## config.mk

```make
export PLATFORM = sky130hd
export DESIGN_NAME = sel_mult_pipe_flat
export DESIGN_NICKNAME = d
export VERILOG_FILES = /design/src/rtl/sel_mult_pipe_if.sv /design/src/rtl/sel_mult_pipe.sv /design/src/flat_wrapper.sv
export SDC_FILE = /design/constraint.sdc
export NUM_CORES = 1
export LEC_CHECK = 0
export BUFFER_PORTS_ARGS = -buffer_cell sky130_fd_sc_hd__buf_2
export CAP_MARGIN = 10
export CORE_ASPECT_RATIO = 0.6
export CORE_MARGIN = 5
export CORE_UTILIZATION = 35
export DETAILED_ROUTE_END_ITERATION = 8
export PLACE_DENSITY = 0.62
export SETUP_SLACK_MARGIN = 0.2
export SLEW_MARGIN = 20
export SYNTH_ARGS = -nofsm -noshare
export SYNTH_HDL_FRONTEND = slang
export SYNTH_SLANG_ARGS = --single-unit
```

## constraint.sdc

```tcl
create_clock -name clk -period 6.2 [get_ports clk]
set_input_delay 1.24 -clock clk [delete_from_list [all_inputs] [get_ports clk]]
set_output_delay 1.24 -clock clk [all_outputs]
set_load 0.01 [all_outputs]
```

## src/rtl/sel_mult_pipe_if.sv

```systemverilog
// Valid/ready bundle for the channel-select multiplier.
// The slave side is the pipeline; the master side feeds beats and drains products.
interface sel_mult_pipe_if #(
   parameter int DATA_W = 8,
   parameter int N_CH   = 3
);
   localparam int SEL_W = $clog2(N_CH + 1);

   logic                     in_valid;
   logic                     in_ready;
   logic [SEL_W-1:0]         sel;
   logic [N_CH*DATA_W-1:0]   a_flat;
   logic [N_CH*DATA_W-1:0]   k_flat;
   logic                     out_valid;
   logic                     out_ready;
   logic signed [DATA_W-1:0] product;
   logic                     sat_flag;
   logic                     sel_err;

   modport master (
      output in_valid, sel, a_flat, k_flat, out_ready,
      input  in_ready, out_valid, product, sat_flag, sel_err
   );

   modport slave (
      input  in_valid, sel, a_flat, k_flat, out_ready,
      output in_ready, out_valid, product, sat_flag, sel_err
   );
endinterface

```

## src/rtl/sel_mult_pipe.sv

```systemverilog
// Two-stage channel-select multiplier: S1 picks an a/k pair, S2 holds the
// shifted and saturated (or wrapped) product. Full valid/ready backpressure.
module sel_mult_pipe #(
   parameter int DATA_W = 8,
   parameter int N_CH   = 3,
   parameter int SHIFT  = 3,
   parameter bit SAT_EN = 1'b1
) (
   input logic            clk,
   input logic            rst,
   sel_mult_pipe_if.slave bus
);
   localparam int SEL_W = $clog2(N_CH + 1);
   localparam int FW    = 2 * DATA_W;

   typedef struct packed {
      logic [DATA_W-1:0] a;
      logic [DATA_W-1:0] k;
      logic              zero;
      logic              err;
   } s1_t;

   typedef struct packed {
      logic [DATA_W-1:0] p;
      logic              sat;
      logic              err;
   } s2_t;

   s1_t s1_d;
   s1_t s1_q;
   logic s1_valid;
   s2_t s2_d;
   s2_t s2_q;
   logic s2_valid;

   logic s2_adv;
   logic s1_free;
   logic accept;
   logic sel_hit;

   logic signed [FW-1:0] full;
   logic signed [FW-1:0] sh;
   logic [FW-DATA_W:0]   hi;
   logic                 ovf;

   assign s2_adv       = !s2_valid || bus.out_ready;
   assign s1_free      = !s1_valid || s2_adv;
   assign bus.in_ready = s1_free && !rst;
   assign accept       = bus.in_valid && bus.in_ready;

   // Channel select; an unmatched nonzero sel is an out-of-range beat.
   always_comb begin
      s1_d    = '0;
      sel_hit = 1'b0;
      for (int i = 0; i < N_CH; i++) begin
         if (bus.sel == SEL_W'(i + 1)) begin
            s1_d.a  = bus.a_flat[i*DATA_W +: DATA_W];
            s1_d.k  = bus.k_flat[i*DATA_W +: DATA_W];
            sel_hit = 1'b1;
         end
      end
      s1_d.zero = (bus.sel == '0);
      s1_d.err  = !sel_hit && (bus.sel != '0);
   end

   // Overflow when the bits above the result sign are not all sign copies.
   always_comb begin
      full = $signed(s1_q.a) * $signed(s1_q.k);
      sh   = full >>> SHIFT;
      hi   = sh[FW-1:DATA_W-1];
      ovf  = (|hi) && !(&hi);
      s2_d = '0;
      if (s1_q.zero || s1_q.err) begin
         s2_d.err = s1_q.err;
      end else if (SAT_EN && ovf) begin
         s2_d.p   = sh[FW-1] ? {1'b1, {(DATA_W-1){1'b0}}}
                             : {1'b0, {(DATA_W-1){1'b1}}};
         s2_d.sat = 1'b1;
      end else begin
         s2_d.p = sh[DATA_W-1:0];
      end
   end

   always_ff @(posedge clk) begin
      if (rst) begin
         s1_valid <= 1'b0;
         s1_q     <= '0;
         s2_valid <= 1'b0;
         s2_q     <= '0;
      end else begin
         if (s1_free) begin
            s1_valid <= accept;
            if (accept)
               s1_q <= s1_d;
         end
         if (s2_adv) begin
            s2_valid <= s1_valid;
            if (s1_valid)
               s2_q <= s2_d;
         end
      end
   end

   assign bus.out_valid = s2_valid;
   assign bus.product   = s2_q.p;
   assign bus.sat_flag  = s2_q.sat;
   assign bus.sel_err   = s2_q.err;
endmodule

```

## src/flat_wrapper.sv

```systemverilog
// flat-port wrapper written by rule: the top's interface ports become plain ports
module sel_mult_pipe_flat 
#(
   parameter int DATA_W = 8,
   parameter int N_CH   = 3,
   parameter int SHIFT  = 3,
   parameter bit SAT_EN = 1'b1
)
  (clk, rst, bus_in_valid, bus_sel, bus_a_flat, bus_k_flat, bus_out_ready, bus_in_ready, bus_out_valid, bus_product, bus_sat_flag, bus_sel_err);
  sel_mult_pipe_if #(.DATA_W(DATA_W), .N_CH(N_CH)) bus_i ();
  input logic clk;
  input logic rst;
  input wire logic [$bits(bus_i.in_valid)-1:0] bus_in_valid;
  input wire logic [$bits(bus_i.sel)-1:0] bus_sel;
  input wire logic [$bits(bus_i.a_flat)-1:0] bus_a_flat;
  input wire logic [$bits(bus_i.k_flat)-1:0] bus_k_flat;
  input wire logic [$bits(bus_i.out_ready)-1:0] bus_out_ready;
  output wire logic [$bits(bus_i.in_ready)-1:0] bus_in_ready;
  output wire logic [$bits(bus_i.out_valid)-1:0] bus_out_valid;
  output wire logic [$bits(bus_i.product)-1:0] bus_product;
  output wire logic [$bits(bus_i.sat_flag)-1:0] bus_sat_flag;
  output wire logic [$bits(bus_i.sel_err)-1:0] bus_sel_err;
  assign bus_i.in_valid = bus_in_valid;
  assign bus_i.sel = bus_sel;
  assign bus_i.a_flat = bus_a_flat;
  assign bus_i.k_flat = bus_k_flat;
  assign bus_i.out_ready = bus_out_ready;
  assign bus_in_ready = bus_i.in_ready;
  assign bus_out_valid = bus_i.out_valid;
  assign bus_product = bus_i.product;
  assign bus_sat_flag = bus_i.sat_flag;
  assign bus_sel_err = bus_i.sel_err;
  sel_mult_pipe #(.DATA_W(DATA_W), .N_CH(N_CH), .SHIFT(SHIFT), .SAT_EN(SAT_EN)) u_core (.clk(clk), .rst(rst), .bus(bus_i));
endmodule
```

==> out/summary.txt, run 1 <==
Result of the run = finished clean
Site row count = 30
Fraction of power spent switching nets = 33.7%
Power density over the cells = 170 mW/mm^2
Mean routed wirelength per cell = 14.1 um
Post-synthesis compound-gate area fraction = 13.3%
Mux contribution to synthesized area = 5.13%
Number of pins exceeding their max-slew limit in the final report = 0
Horiz. Die Dim = 150 um
Share of post-route cells with drive strength above 1 = 19.9%
Fraction of registers with async set or reset after synthesis = 0%
Final-stage net count = 654
Maximum fanout along the worst path = 9
CTS tree = yes
DR vias/cell = 4.79
WP data required = 6.33 ns
Hold_sp = u_core.bus.product[6]
Final setup fails = 0
Number of design-rule violations left by the first detailed-router iteration = 140
DIE AREA = 0.0141 mm^2
Maximum VDD drop = 0.0893 mV
Detailed-route wire length = 9.56 mm
Clock edge transition at the registers on the reported setup and hold paths = 0.05 ns
Max Fclk = 199 MHz
Signal arrival time at the worst endpoint = 5.15 ns
Clk pwr share = 35.0%
Post-layout worst setup margin = 1.17 ns
Reg2reg setup slack = 1.17 ns
Largest family of logic cells by synthesized area = adder cells
IO Pins = 66
Maximum buffer depth of the clock tree = 2
Maximum number of pins on one net before global-route repair = 32
Clock buffer count from CTS = 5
Setup repair after global routing missed its margin = no
Launching point of the worst reg2reg path = u_core.s1_q[16]
Synth top area share = 26.7%
Path category of the worst min-delay check = reg2reg
Number of buffers inserted for hold repair after clock tree synthesis = 0
XOR/XNOR Fraction of Synth Area = 3.43%
Cell type contributing the most total cell area after synthesis = fa_1
Final cycle utilization of the critical path = 81.1%
R2R depth = 16
Post-CTS setup repair buffer count = 0
Number of unique standard cell types used by synthesis = 50
Relative max-transition margin = 31.4%
CTS resizes = 0
Instance count along the most critical hold path = 2
Number of violations of the max-capacitance limit = 0
DRC violation count after routing = 0
Setup total negative slack = 0 ns
Post-synthesis adder-cell area fraction = 34.9%
Net Count, Synth = 602
Gate count after technology mapping = 466
Layout overhead on the synthesized area = 14.8%
Lkg Pwr = 2.25 nW
Area of the mapped netlist = 0.00412 mm^2
Most used flip-flop cell after synthesis = dfxtp_1
Diode insertion count for antenna repair = 0
Post-synthesis simple-gate area fraction = 18.5%
Element type at the critical path start = flop
Avg Inst Size Synth = 8.84 um^2
Area post-placement = 0.00456 mm^2
Post-layout minimum cycle time = 5.03 ns
Start-to-end type of the worst setup path = reg2reg
Combinational Power Share = 36.3%
Placer congestion estimate = 0.834
Vias in the first global route = 3,376
Internal power contribution = 0.532 mW
CTS root buffer = clkbuf_16
Total number of yosys warnings = 0
Initial DRT Pass Iterations = 4
PortBufs = 65
Detailed-route via count = 3,248
Total number of H-tree levels = 2
Starting density of the core = 36.1%
Total half-perimeter wirelength after legalization and detailed placement = 8.14 mm
Hold-critical path endpoint = u_core.bus.product[6]
Placement Setup Slack = 1.22 ns
Crit path capture type = flop
Final count of hold timing violations = 0
Global-route congestion overflow total = 0
Clock latency of the later-clocked register in the worst-skew pair = 0.28 ns
Critical R2R Capture = u_core.bus.product[1]
Global-route usage over all layers = 14.4%
Global-route wire length before repair = 16.3 mm
Chip Height = 94.1 um
Clock sink count = 30
Number of enable flip-flop cells after synthesis = 0
Worst slew pin tran = 1.03 ns
Clock tree skew after final layout = 0.00604 ns
Placeable Area = 0.0114 mm^2
Number of flip-flops and latches in the synthesized netlist = 30
Part of the Yosys area used for sequential elements = 14.6%
Register share of total power = 28.7%
Reported net switching power = 0.271 mW
Antenna Nets Post-Route = 0
Finished Cell Area = 0.00473 mm^2
Ranking of synthesized cells by area = fa_1 27%, dfxtp_1 15%, ha_1 8.2%
Number of antenna violations at the first check in global routing = 0
## area by class of cell
type | instances | area (um^2)
Clock buffer | 6 | 139
Clock inverter | 1 | 30.0
Fill cell | 1146 | 6680
Inverter | 90 | 338
Multi-Input combinational cell | 326 | 3100
Sequential cell | 30 | 601
Tap cell | 160 | 200
Timing Repair Buffer | 65 | 325
## worst max-delay path, cell delays in order (launching register included)
cell	delay, ns
dfxtp_1	0.49
nand2_1	0.13
fa_1	0.57
inv_1	0.07
fa_1	0.49
fa_1	0.49
inv_1	0.05
fa_1	0.47
inv_1	0.04
ha_1	0.33
or4_4	0.56
o211ai_2	0.10
nor4b_1	0.07
a311oi_1	0.45
nor3_1	0.16
o21ai_4	0.30
a221oi_2	0.12
## per-layer routing
layer / track usage, % / part of all wire [%] / vias to the layer above
li1: - / - / 1624
met1: 21.7 / 53 / 1517
met2: 20.6 / 40 / 98
met3: 4.00 / 7.0 / 9
met4: 2.21 / 0.81 / 0
met5: 0 / 0 / -
## per-stage QoR
stage | utilization, % | cells | power [mW] | hold WS [ns]
final | 41.5 | 678 | 0.803 | 0.475
after floorplan | - | 466 | 0.446 | 0.473
after CTS | 41.5 | 678 | 0.809 | 0.473
after global routing | 41.5 | 678 | 0.855 | 0.484
after detailed placement | 40.0 | 671 | 0.525 | 0.466
after global placement | 40.0 | 671 | 0.516 | 0.456
## power groups by stage
stage | registers [mW] | logic, mW | clock network [mW]
2_1_floorplan | 0.228 | 0.218 | 0
3_3_place_gp | 0.233 | 0.284 | 0
3_5_place_dp | 0.234 | 0.291 | 0
4_1_cts | 0.230 | 0.294 | 0.285
5_1_grt | 0.233 | 0.331 | 0.291
6_report | 0.230 | 0.291 | 0.281
## synthesized netlist by cell type, types with 2 or more instances
cell type and count:
nand2b_1 5, a22oi_1 5, and2_1 39, mux2i_1 2, ha_1 27, nand3_1 6
a21o_1 3, nor2b_1 8, and3_1 3, a21oi_1 14, nand2_1 22, nor3_1 19
o21ai_1 5, a211oi_1 7, mux2_2 17, nor2_1 25, fa_1 55, o21ai_0 5
a221oi_2 6, clkbuf_1 18, inv_1 90, xnor2_1 11, a221oi_1 14, dfxtp_1 30
nor3b_1 3, xor2_1 2, nor4_1 2
## sequential cells by signal, summed over array words and instances, names as in the netlist
| register | flops |
|---|---|
| u_core.bus.out_valid | 1 |
| u_core.bus.product | 8 |
| u_core.bus.sat_flag | 1 |
| u_core.bus.sel_err | 1 |
| u_core.s1_q | 18 |
| u_core.s1_valid | 1 |
## cell usage in the layout, fill, tap and decap left out, drive strengths merged, types with 3 or more instances in the layout
cell,count
nor3,19
nand2b,5
nand2,23
dfxtp,30
ha,27
a22oi,5
nor2b,8
a211oi,7
a21oi,14
buf,65
a21o,3
xnor2,11
a221oi,20
fa,55
inv,90
nor3b,3
o21ai,11
clkbuf,6
and2,40
xor2,3
and3,3
nor2,25
mux2,17
nand3,6
## how the worst max path moves through the flow
stage                    start               endpoint  slack, ns  cells past startpoint
2_1_floorplan   u_core.s1_q[4]  u_core.bus.product[0]       1.55                     17
3_3_place_gp   u_core.s1_q[15]  u_core.bus.product[3]       1.27                     17
3_5_place_dp   u_core.s1_q[15]  u_core.bus.product[1]       1.22                     16
4_1_cts        u_core.s1_q[15]  u_core.bus.product[1]       1.20                     16
5_1_grt        u_core.s1_q[13]  u_core.bus.product[1]       0.93                     18
6_report       u_core.s1_q[16]  u_core.bus.product[1]       1.17                     16
## cells by family after synthesis
kind of cell,Yosys count
buffers and inverters,110
AO/OA/AOI/OAI,69
AND/OR/NAND/NOR,142
flip-flops,30
multiplexers,19
adder cells (fa/ha/maj),82
XOR/XNOR,14
Power figures use the tool's default switching activity.
==> run 2, diff against run 1 <==
--- a/config.mk
+++ b/config.mk
@@ -5,6 +5,7 @@
 export SDC_FILE = /design/constraint.sdc
 export NUM_CORES = 1
 export LEC_CHECK = 0
+export ABC_AREA = 1
 export BUFFER_PORTS_ARGS = -buffer_cell sky130_fd_sc_hd__buf_2
 export CAP_MARGIN = 10
 export CORE_ASPECT_RATIO = 0.6
==> constraint.sdc (replaced) <==
create_clock -name clk -period 5.12 [get_ports clk]
set_input_delay 1.024 -clock clk [delete_from_list [all_inputs] [get_ports clk]]
set_output_delay 1.024 -clock clk [all_outputs]
set_load 0.01 [all_outputs]
==> run 2 against run 1 <==
Compared with the run above:
- area after synthesis increased by 2.4%
- fmax increased by 8.5%
- die area increased by 2.2%
- sequential share of layout area decreased by 0.18 points
- flip-flop and latch count unchanged
- clock skew increased by 0.0019 ns
- largest power group is now clock
==> out/summary.txt, run 2 <==
Commonest non-fill, non-tap cell in the layout = nand2_1 (was inv_1)
Launching point of the worst reg2reg path = u_core.s1_q[15] (was u_core.s1_q[16])
Placement Setup Slack = 0.378 ns (was 1.22 ns)
IO Pins = 66 (unchanged)
Post-layout minimum cycle time = 4.63 ns (was 5.03 ns)
Post-layout total power = 0.789 mW (was 0.803 mW)
Diode insertion count for antenna repair = 0 (unchanged)
Placer congestion estimate = 0.941 (was 0.834)
Maximum VDD drop = 0.157 mV (was 0.0893 mV)
Global-route usage over all layers = 15.3% (was 14.4%)
Result of the run = finished clean (unchanged)
Detailed-route wire length = 9.98 mm (was 9.56 mm)
Final-stage net count = 801 (was 654)
Total number of yosys warnings = 0 (unchanged)
Avg Inst Size Synth = 6.87 um^2 (was 8.84 um^2)
Global-route congestion overflow total = 0 (unchanged)
Post-layout worst setup margin = 0.488 ns (was 1.17 ns)
Most used flip-flop cell after synthesis = dfxtp_1 (unchanged)
Total half-perimeter wirelength after legalization and detailed placement = 8.59 mm (was 8.14 mm)
Global-route wire length before repair = 17.8 mm (was 16.3 mm)
Clock latency of the later-clocked register in the worst-skew pair = 0.28 ns (about the same)
Part of the Yosys area used for sequential elements = 14.2% (was 14.6%)
Clock edge transition at the registers on the reported setup and hold paths = 0.06 ns (was 0.05 ns)
Maximum buffer depth of the clock tree = 2 (unchanged)
Horiz. Die Dim = 152 um (was 150 um)
Top cell types by occurrence after synthesis = 188 x nand2_1, 162 x inv_1, 55 x fa_1, 33 x a21oi_1, 30 x dfxtp_1 (was 90 x inv_1, 55 x fa_1, 39 x and2_1, 30 x dfxtp_1, 27 x ha_1)
Number of flip-flops and latches in the synthesized netlist = 30 (unchanged)
Layout overhead on the synthesized area = 15.1% (was 14.8%)
Final worst hold slack = 0.459 ns (was 0.475 ns)
Crit path capture type = flop (unchanged)
Commonest non-fill, non-tap cells in the layout = 187 x nand2_1, 161 x inv_1, 65 x buf_2, 53 x fa_1, 33 x a21oi_1 (was 90 x inv_1, 65 x buf_2, 55 x fa_1, 39 x and2_1, 30 x dfxtp_1)
Maximum fanout along the worst path = 9 (unchanged)
Clock tree skew after final layout = 0.00799 ns (was 0.00604 ns)
Number of design-rule violations left by the first detailed-router iteration = 203 (was 140)
Detailed-route via count = 3,752 (was 3,248)
Initial DRT Pass Iterations = 5 (was 4)
Fraction of registers with async set or reset after synthesis = 0% (unchanged)
Relative max-transition margin = 31.2% (was 31.4%)
Final count of hold timing violations = 0 (unchanged)
Vias in the first global route = 3,796 (was 3,376)
DIE AREA = 0.0144 mm^2 (was 0.0141 mm^2)
Post-layout instance count excluding filler cells = 831 (was 678)
Maximum number of pins on one net before global-route repair = 27 (was 32)
Starting density of the core = 35.3% (was 36.1%)
Lkg Pwr = 2.80 nW (was 2.25 nW)
Clock sink count = 30 (unchanged)
Element type at the critical path start = flop (unchanged)
Number of antenna violations at the first check in global routing = 0 (unchanged)
Area of the mapped netlist = 0.00422 mm^2 (was 0.00412 mm^2)
Setup repair after global routing missed its margin = no (unchanged)
Most frequent cell after synthesis = nand2_1 (was inv_1)
Number of enable flip-flop cells after synthesis = 0 (unchanged)
Synth top area share = 26.1% (was 26.7%)
Max Fclk = 216 MHz (was 199 MHz)
Largest Register = u_core.s1_q (unchanged)
CTS root buffer = clkbuf_16 (unchanged)
PortBufs = 65 (unchanged)
Worst slew pin tran = 1.03 ns (about the same)
Final setup fails = 0 (unchanged)
Share of post-route cells with drive strength above 1 = 18.0% (was 19.9%)
CTS tree = yes (unchanged)
DR vias/cell = 4.52 (was 4.79)
Mean routed wirelength per cell = 12.0 um (was 14.1 um)
Total number of H-tree levels = 2 (unchanged)
Net Count, Synth = 750 (was 602)
Setup total negative slack = 0 ns (unchanged)
Chip Height = 95.1 um (was 94.1 um)
Signal arrival time at the worst endpoint = 4.84 ns (was 5.15 ns)
Placeable Area = 0.0119 mm^2 (was 0.0114 mm^2)
Number of violations of the max-capacitance limit = 0 (unchanged)
Final cycle utilization of the critical path = 90.5% (was 81.1%)
Fillers = 1,272 (was 1,146)
Ranking of synthesized cells by area = fa_1 26%, nand2_1 17%, inv_1 14% (was fa_1 27%, dfxtp_1 15%, ha_1 8.2%)
Number of pins exceeding their max-slew limit in the final report = 0 (unchanged)
Gate count after technology mapping = 614 (was 466)
Number of unique standard cell types used by synthesis = 27 (was 50)
Util after Layout = 40.7% (was 41.5%)
DP Cell Count = 822 (was 671)
Finished Cell Area = 0.00486 mm^2 (was 0.00473 mm^2)
Area post-placement = 0.00467 mm^2 (was 0.00456 mm^2)
Hold_sp = u_core.s1_q[0] (was u_core.bus.product[6])
DRC violation count after routing = 0 (unchanged)
Cell type contributing the most total cell area after synthesis = fa_1 (unchanged)
Start-to-end type of the worst setup path = reg2reg (unchanged)
Site row count = 31 (was 30)
Startpoint of the most critical setup path = u_core.s1_q[15] (was u_core.s1_q[16])
WP data required = 5.33 ns (was 6.33 ns)
Max FFs per register = 18 (unchanged)
Path category of the worst min-delay check = reg2reg (unchanged)
Antenna Nets Post-Route = 0 (unchanged)
Power density over the cells = 162 mW/mm^2 (was 170 mW/mm^2)
Clock buffer count from CTS = 5 (unchanged)
-- run 2: timing repair --
item | in CTS | in global routing
setup buffers | 0 | 1
hold buffers | 0 | 0
endpoints found under the setup margin | 0 | 8
gates resized for setup | 0 | 10
-- run 2: final timing paths --
kind	endpoint	slack, ns	cells past startpoint
setup / recovery	u_core.bus.product[0]	0.49	19
hold / removal	u_core.s1_q[0]	0.46	2
setup reg to reg	u_core.bus.product[0]	0.49	19
hold reg to reg	u_core.s1_q[0]	0.46	2
-- run 2: area by class of cell --
class / instances / area (um^2) / area share [%]
inverter: 165 / 619 / 12.7
sequential: 30 / 608 / 12.5
timing repair buffer: 67 / 340 / 7.00
clock inverter: 3 / 40.0 / 0.824
multi-input combinational: 396 / 2920 / 60.1
clock buffer: 5 / 125 / 2.57
tap: 165 / 206 / 4.25
-- run 2: layer usage --
layer | wire length, um | GRT usage [%] | vias to the layer above
met5 | 0 | 0 | -
met4 | 106 | 2.69 | 0
met3 | 711 | 4.32 | 14
met2 | 4110 | 23.2 | 104
met1 | 5060 | 22.1 | 1737
li1 | - | - | 1897
-- run 2: worst max-delay path: stages (launching register included) --
cell	delay, ns
dfxtp_1	0.56
nor2_1	0.13
fa_1	0.52
inv_1	0.05
fa_1	0.53
inv_1	0.05
fa_1	0.48
fa_1	0.50
ha_1	0.41
nand2_1	0.15
inv_1	0.05
a21oi_1	0.21
nand3_1	0.11
nand2_1	0.08
nand2_1	0.09
inv_2	0.06
nand3_2	0.12
a21oi_4	0.25
nand2_1	0.07
a21oi_1	0.15
-- run 2: logic make-up (layout without fill, tap and decap cells) --
group	count (synthesis)	after routing	synth area share (%)
xor+xnor	8	8	1.66
flops	30	30	14.2
simple gates	250	250	25.0
compound gates	56	56	8.27
fa+ha+maj	82	82	34.1
buf+inv	188	240	16.8
-- run 2: power breakdown --
part | total (mW) | switching [mW] | internal (mW)
sequential | 0.263 | 0.0179 | 0.245
combinational | 0.188 | 0.114 | 0.0735
clock | 0.338 | 0.111 | 0.227
total | 0.789 | 0.243 | 0.546
